**src/rtl/signature_accumulator.sv**
```systemverilog
`default_nettype none
// ============================================================================
//  Module      : signature_accumulator
//  Description : Self-checking signature generator. Sweeps a stimulus counter
//                from 0 to all-ones and folds a scrambled mix of the observed
//                channels into an ACC_W-bit signature. Compaction is either
//                rotate-add (mode 0) or LFSR/MISR (mode 1).
//  Revision    : 1.0 - initial release
// ----------------------------------------------------------------------------
//  Ports
//    clk              in   rising-edge clock
//    reset            in   asynchronous clear, active low
//    sync_reset       in   synchronous clear, active high (beats start)
//    start            in   begin a sweep; honoured only in IDLE or DONE
//    mode             in   0 = rotate-add, 1 = LFSR; latched on accepted start
//    seed             in   scrambler seed; latched on accepted start
//    ch_data          in   NUM_CH packed channels, channel k at [k*DATA_W +: DATA_W]
//    ch_enable        in   per-channel mask, used live every cycle
//    stimulus         out  counter value presented to the DUT
//    signature        out  accumulated signature
//    busy             out  high while sweeping
//    done             out  one-cycle pulse on the edge that enters DONE
//    signature_valid  out  high while in DONE
//  ACC_W must be at least DATA_W+2 so the rotate-add field layout is legal.
// ============================================================================
module signature_accumulator #(
    parameter int              DATA_W = 8,
    parameter int              ACC_W  = 16,
    parameter int              CNT_W  = 8,
    parameter int              NUM_CH = 4,
    parameter logic [ACC_W-1:0] POLY  = 16'h8016
) (
    input  logic                     clk,
    input  logic                     reset,
    input  logic                     sync_reset,
    input  logic                     start,
    input  logic                     mode,
    input  logic [DATA_W-1:0]        seed,
    input  logic [NUM_CH*DATA_W-1:0] ch_data,
    input  logic [NUM_CH-1:0]        ch_enable,
    output logic [CNT_W-1:0]         stimulus,
    output logic [ACC_W-1:0]         signature,
    output logic                     busy,
    output logic                     done,
    output logic                     signature_valid
);

    localparam logic [CNT_W-1:0] CNT_MAX = '1;

    typedef enum logic [1:0] {
        ST_IDLE = 2'd0,
        ST_RUN  = 2'd1,
        ST_DONE = 2'd2
    } state_t;

    state_t              state;
    state_t              state_next;
    logic                load;
    logic                step;
    logic                finish;
    logic                mode_l;
    logic [DATA_W-1:0]   seed_l;
    logic [CNT_W-1:0]    count_inc;
    logic [DATA_W-1:0]   stim_ext;
    logic [DATA_W-1:0]   ch_fold;
    logic [DATA_W-1:0]   scr;
    logic [DATA_W-1:0]   add_sum;
    logic                lfsr_fb;
    logic [ACC_W-1:0]    sig_next;

    assign count_inc = stimulus + 1'b1;

    // Counter bits feeding the scrambler: truncate a wide counter, zero-extend
    // a narrow one.
    generate
        if (CNT_W >= DATA_W) begin : g_stim_trunc
            assign stim_ext = stimulus[DATA_W-1:0];
        end else begin : g_stim_zext
            assign stim_ext = {{(DATA_W-CNT_W){1'b0}}, stimulus};
        end
    endgenerate

    // ------------------------------------------------------------------
    // Compaction datapath
    // ------------------------------------------------------------------
    always_comb begin
        ch_fold = '0;
        for (int k = 0; k < NUM_CH; k++) begin
            if (ch_enable[k]) begin
                ch_fold = ch_fold ^ ch_data[k*DATA_W +: DATA_W];
            end
        end
        scr     = seed_l ^ stim_ext ^ ch_fold;
        // Low DATA_W bits plus scrambled word, carry discarded.
        add_sum = signature[DATA_W-1:0] + scr;
        lfsr_fb = ^(signature & POLY);
        if (mode_l) begin
            sig_next = {signature[ACC_W-2:0], lfsr_fb} ^ {{(ACC_W-DATA_W){1'b0}}, scr};
        end else begin
            // Sum lands one bit up; the old MSB wraps into bit 0.
            sig_next = {signature[ACC_W-2:DATA_W], add_sum, signature[ACC_W-1]};
        end
    end

    // ------------------------------------------------------------------
    // Control FSM
    // ------------------------------------------------------------------
    always_ff @(posedge clk or negedge reset) begin
        if (!reset) begin
            state <= ST_IDLE;
        end else if (sync_reset) begin
            state <= ST_IDLE;
        end else begin
            state <= state_next;
        end
    end

    always_comb begin
        state_next = state;
        load       = 1'b0;
        step       = 1'b0;
        finish     = 1'b0;
        case (state)
            ST_IDLE: begin
                if (start) begin
                    load       = 1'b1;
                    state_next = ST_RUN;
                end
            end
            ST_RUN: begin
                if (stimulus != CNT_MAX) begin
                    step = 1'b1;
                    if (count_inc == CNT_MAX) begin
                        finish     = 1'b1;
                        state_next = ST_DONE;
                    end
                end else begin
                    // Unreachable in normal operation: the sweep always leaves
                    // RUN as the counter reaches all-ones.
                    state_next = ST_DONE;
                end
            end
            ST_DONE: begin
                if (start) begin
                    load       = 1'b1;
                    state_next = ST_RUN;
                end
            end
            default: begin
                state_next = ST_IDLE;
            end
        endcase
    end

    assign busy            = (state == ST_RUN);
    assign signature_valid = (state == ST_DONE);

    // ------------------------------------------------------------------
    // Counter, signature, latched configuration and done pulse
    // ------------------------------------------------------------------
    always_ff @(posedge clk or negedge reset) begin
        if (!reset) begin
            stimulus  <= '0;
            signature <= '0;
            mode_l    <= 1'b0;
            seed_l    <= '0;
            done      <= 1'b0;
        end else if (sync_reset) begin
            stimulus  <= '0;
            signature <= '0;
            mode_l    <= 1'b0;
            seed_l    <= '0;
            done      <= 1'b0;
        end else begin
            done <= finish;
            if (load) begin
                stimulus  <= '0;
                signature <= '0;
                seed_l    <= seed;
                mode_l    <= mode;
            end else if (step) begin
                stimulus  <= count_inc;
                signature <= sig_next;
            end
        end
    end

endmodule
`default_nettype wire

```
**config.mk**
```make
export PLATFORM = sky130hd
export DESIGN_NAME = signature_accumulator
export DESIGN_NICKNAME = d
export VERILOG_FILES = /design/src/rtl/signature_accumulator.sv
export SDC_FILE = /design/constraint.sdc
export NUM_CORES = 1
export LEC_CHECK = 0
export BUFFER_PORTS_ARGS = -buffer_cell sky130_fd_sc_hd__buf_4
export CAP_MARGIN = 20
export CORE_MARGIN = 5
export CORE_UTILIZATION = 50
export CTS_BUF_LIST = sky130_fd_sc_hd__clkbuf_8
export CTS_CLUSTER_DIAMETER = 150
export DETAILED_ROUTE_END_ITERATION = 16
export PLACE_DENSITY = 0.78
export SYNTH_ARGS = -nofsm -noshare
export SYNTH_HDL_FRONTEND = slang
export SYNTH_SLANG_ARGS = --single-unit
export TNS_END_PERCENT = 10
```
**constraint.sdc**
```tcl
create_clock -name clk -period 3.1 [get_ports clk]
set_input_delay 0.31 -clock clk [delete_from_list [all_inputs] [get_ports clk]]
set_output_delay 0.31 -clock clk [all_outputs]
set_load 0.05 [all_outputs]
```
Word-level counts from Yosys, hierarchy flattened
Cells that the tools add are included.
Cells by class
  add/subtract/negate cells: 2
  equal/unequal tests: 6
  mux-type cells: 28
  bitwise operators: 6
  reductions and logical operators: 6
Operators by type and width (number)
  $mux W8: 9
  $mux W16: 4
  $xor A8 B8 Y8: 5
  $reduce_xor A16 Y1: 1
  $xor A16 B8 Y16: 1
  $mux W1: 10
  $add A8 B1 Y8 const B: 1
  $add A8 B8 Y8: 1
  $eq A8 B8 Y1 const B: 1
  $mux W2: 4
  $ne A8 B8 Y1 const B: 1
  $ne A4 B3 Y1 const B: 1
  $pmux W2 S2: 1
  $ne A3 B1 Y1 const B: 1
  $reduce_bool A3 Y1: 1
  $eq A2 B1 Y1 const B: 1
  $eq A2 B2 Y1 const B: 1
  $logic_not A2 Y1: 1
  $reduce_and A2 Y1: 1
  $reduce_bool A2 Y1: 1
  $reduce_or A2 Y1: 1
Storage, ports and cells
  register bits: 36
  input bits: 49
  output and inout bits: 27
  word-level logic and storage cells: 54

Logic depth before layout (Yosys ltp)
  depth after elaboration: 13
  gate-level depth with buffers: 13
  mapped depth without buffers: 12

Worst setup path before layout
OpenSTA, ideal clock, no wires.
  path type: register to register
  start: register stimulus[1]
  end: register signature[8]
  setup time: 0.136 ns
  data arrival time: 2.801 ns
  data required time: 2.964 ns
  slack: 0.163 ns
  cell stages (with the launch flop): 13
  path buffers: 0
  period minus slack after synthesis: 2.937 ns
  cells stage by stage: dfrtp_1 -> xnor2_1 -> xnor2_1 -> xnor2_1 -> xnor2_1 -> inv_1 -> ha_1 -> nand3_1 -> a31oi_1 -> o21ai_0 -> and3b_2 -> a2111oi_0 -> nand2_1
On the way
  cells in the longest elaborated chain, start to end: 7
  elaborated cells on any way between the ends: 11
  classes of those cells: add/sub: 1; eq/ne: 1; mux: 6; bitwise: 2; reduce/logical: 1
RTL lines
  from (decl): line 41  | output logic [CNT_W-1:0] stimulus,
  from (signal assigned): line 182  | stimulus <= count_inc;
  $xor A8 B8 Y8 (2 in series): line 93  | scr = seed_l ^ stim_ext ^ ch_fold;
  $add A8 B8 Y8: line 95  | add_sum = signature[DATA_W-1:0] + scr;
  $mux W16: line 97  | if (mode_l) begin
  $mux W16: line 181  | end else if (step) begin
  $mux W16: line 176  | if (load) begin
  $mux W16: line 168  | end else if (sync_reset) begin
  to (signal assigned): line 183  | signature <= sig_next;
  to (decl): line 42  | output logic [ACC_W-1:0] signature,
Several ways; a longest one is shown, not always the timed one. The select of a mux whose other input is x is not followed.
A chain may end at the register's enable or synchronous reset.

Worst setup path after layout
  start: register stimulus[3]
  end: register signature[8]
Same word-level chain as after synthesis.

==> impl_metrics.py <==
metrics = {
    "power": {
        "p_leak_nw": 1.63,
        "irDropWorstVdd_mv": 0.217,
        "total_power_w": 0.00146,
        "p_per_area_nw_per_um2": 443,
    },
    "critical_path": {
        "timing.rr.end": "signature[8]$_DFFE_PN0P_",
        "cpMaxStageDelayCell": "dfrtp_1",
        "path_delay_family": "compound AO/OA/AOI/OAI gates",
        "cpPeakStageDelay_ns": 0.50,
        "rrSetupSlack_ns": 0.21,
        "critical_path_buf_inv_count": 0,
        "crit_start": "stimulus[3]$_DFFE_PN0P_",
        "path_depth": 10,
        "timing.rr.start": "stimulus[3]$_DFFE_PN0P_",
        "startpoint_type": "flop",
        "critPathKind": "flop to flop",
        "cp.arrival_ns": 3.05,
        "cp_max_fo": 8,
        "reg2reg_depth": 10,
        "cp-end-kind": "flop",
        "critPathCapture": "signature[8]$_DFFE_PN0P_",
        "crit_required_ns": 3.26,
        "crit_chain": "xor2_1, xnor3_1, xnor2_2, ha_1, o21ai_0, a31oi_1, o21ai_1, nor4_1, a2111oi_1, nand2_1",
    },
    "cts": {
        "cts.sinks": 36,
        "cts_made_buffers": 5,
        "cts.clk_slew.worst_paths_ns": 0.08,
        "htree_levels": 2,
        "clock_latency_ns": 0.29,
        "clockRootBuffer": "clkbuf_8",
        "cts_tree": "yes",
        "max-clock-path-buffers": 2,
        "cts_setup_buffers": 0,
    },
    "route": {
        "routed_via_density": 5.19,
        "first_iter_violations": 88,
        "dr.pass1.iters": 4,
        "routed_wl_um": 6380,
        "wire_per_inst_um": 14.7,
        "vias": 2252,
        "drc": 0,
        "ant_nets": 0,
    },
    "floorplanning": {
        "rows": 26,
        "die_w_um": 81.6,
        "core-area_um2": 5040,
        "die_h_um": 81.6,
        "io_pins": 76,
        "start_util": 0.508,
        "dieArea_um2": 6650,
    },
    "place": {
        "gp_congestion": 0.874,
        "dp_hpwl_um": 5020,
        "io_buffers": 75,
    },
    "outcome": {
        "status": "completed",
    },
    "timing": {
        "finClkSkew_ns": 0.00667,
        "slew_headroom": 0.562,
        "period_needed_ns": 2.89,
        "finalHoldViolations": 0,
        "worst_slew_pin_slew_ns": 0.655,
        "setup_viol": 0,
        "fin_crit_sh": 0.931,
        "finalMaxSlewViolations": 0,
        "rsz0062_at_grt": "false",
        "fmax_mhz": 346,
        "timing.setup.tns_ns": 0,
    },
    "global_route": {
        "grt_pass1_vias": 2155,
        "grt_use_total": 0.199,
        "antenna_found_initial": 0,
        "grt_max_degree": 37,
        "grt-ovfl-total": 0,
        "grt_pass1_wl_um": 10100,
    },
    "synth": {
        "muxShareOfSynthArea": 0,
        "netlist_area_um2": 2560,
        "ys_ff_latch": 36,
        "syn_inst": 286,
        "yosys.cell_types.count": 43,
        "ys_warn_count": 0,
        "synth_xor_area_frac": 0.226,
        "netlist_top_cells_area": "dfrtp_1, xnor2_1, nand2_1",
        "ys.flop_type": "dfrtp_1",
        "async_flop_share": 1.00,
        "yosysTopAreaCell": "dfrtp_1",
        "synth_edf_count": 0,
        "synth.avg_cell_area_um2": 8.95,
        "yosys.area_share.adder": 0.0567,
        "synth-seq-area-share": 0.352,
        "yosys.area_share.simple": 0.187,
        "synth_compound_area_frac": 0.142,
        "yosysTopAreaCellShare": 0.352,
        "synth_top_family_by_area": "XOR/XNOR gates",
        "synth_nets": 346,
    },
    "final_layout": {
        "seq_area_um2": 901,
        "mostFrequentLayoutCells": "buf_4, nand2_1, dfrtp_1, xnor2_1, a21oi_1",
        "final_common_cell": "buf_4",
        "multiInputGateArea_um2": 1570,
        "area_growth_pct": 29.2,
        "final_layout_size_suffix_gt1_frac": 0.277,
        "diodes": 0,
        "fill_cells": 424,
        "nNetsFinal": 423,
    },
    "run": {
        "drv_cap": 0,
    },
    "min_path": {
        "hold_class": "primary input to flop",
    },
}
## report_power, final
part           switching [W]  internal, W
Sequential         0.0000379     0.000498
Combinational       0.000313     0.000265
Clock               0.000173     0.000177
Total               0.000525     0.000940
## logic make-up (layout without fill, tap and decap cells)
group                      after synthesis  in the layout
and+or+nand+nor                        106            106
AOI/OAI and AO/OA                       58             58
xor gates and xnor gates                55             55
DFF                                     36             36
buffers and inverters                   20             98
adders and majority gates               11             11
## worst min-delay path: stages
cell and delay [ns]:
buf_4 0.11, nand2_1 0.04, a21oi_1 0.05
## layout make-up
cell class,count,area share
multi-input cells,230,0.474
flip-flops and latches,36,0.272
repair buffers,84,0.191
well taps,70,0.0265
clock buffers,6,0.0250
inverters,6,0.00681
clock inverters,2,0.00341
## routing by layer
metal	global-route usage	up-vias	part of all wire
met5	0	-	0
met4	0.0422	0	0.0078
met3	0.0592	7	0.075
met2	0.327	74	0.49
met1	0.260	1054	0.43
li1	-	1117	-
## stage by stage
| step | instances | setup WS (ns) | util | instance area [um2] | hold WS, ns |
|---|---|---|---|---|---|
| after floorplan | 286 | 0.163 | - | 2560 | 0.0144 |
| after global placement | 425 | 0.253 | 0.635 | 3200 | 0.291 |
| after detailed placement | 425 | 0.137 | 0.635 | 3200 | 0.296 |
| after CTS | 434 | 0.118 | 0.656 | 3310 | 0.245 |
| after global routing | 434 | 0.0174 | 0.656 | 3310 | 0.241 |
| final | 434 | 0.214 | 0.656 | 3310 | 0.252 |
## synthesized netlist by cell type (2+ instances only)
master and n:
nand2_1 67, dfrtp_1 36, xnor2_1 33, a21oi_1 15, o21ai_0 15, xor2_1 14
ha_1 10, nor2_1 10, o21ai_1 9, a22o_1 7, buf_2 7, and3_1 6
inv_1 6, clkbuf_1 5, nand2b_1 5, nor2b_1 4, nor3_1 3, o221ai_1 3
xnor3_1 3, a31oi_1 2, buf_4 2, or3_1 2, xnor2_2 2
## state kept, by name, summed over array words and instances, names as in the netlist
register	cells
signature	16
stimulus	8
mode_l	1
done	1
seed_l	8
state	2
## how the worst min path moves through the flow
| stage | startpoint | to | cells past startpoint |
|---|---|---|---|
| finish | seed[7] | seed_l[7]$_DFFE_PN0P_ | 3 |
| global route | seed[7] | seed_l[7]$_DFFE_PN0P_ | 3 |
| CTS | seed[6] | seed_l[6]$_DFFE_PN0P_ | 3 |
| detailed placement | reset | signature[13]$_DFFE_PN0P_ | 1 |
| global placement | reset | signature[12]$_DFFE_PN0P_ | 1 |
| floorplan | reset | done$_DFF_PN0_ | 0 |
## what timing repair did
action / 4_1_cts / 5_1_grt
hold buffers: 1 / 0
gates resized for setup: 0 / 2
setup endpoints to repair: 0 / 1
hold endpoints to repair: 36 / 0
(Power assumes the default switching activity.)
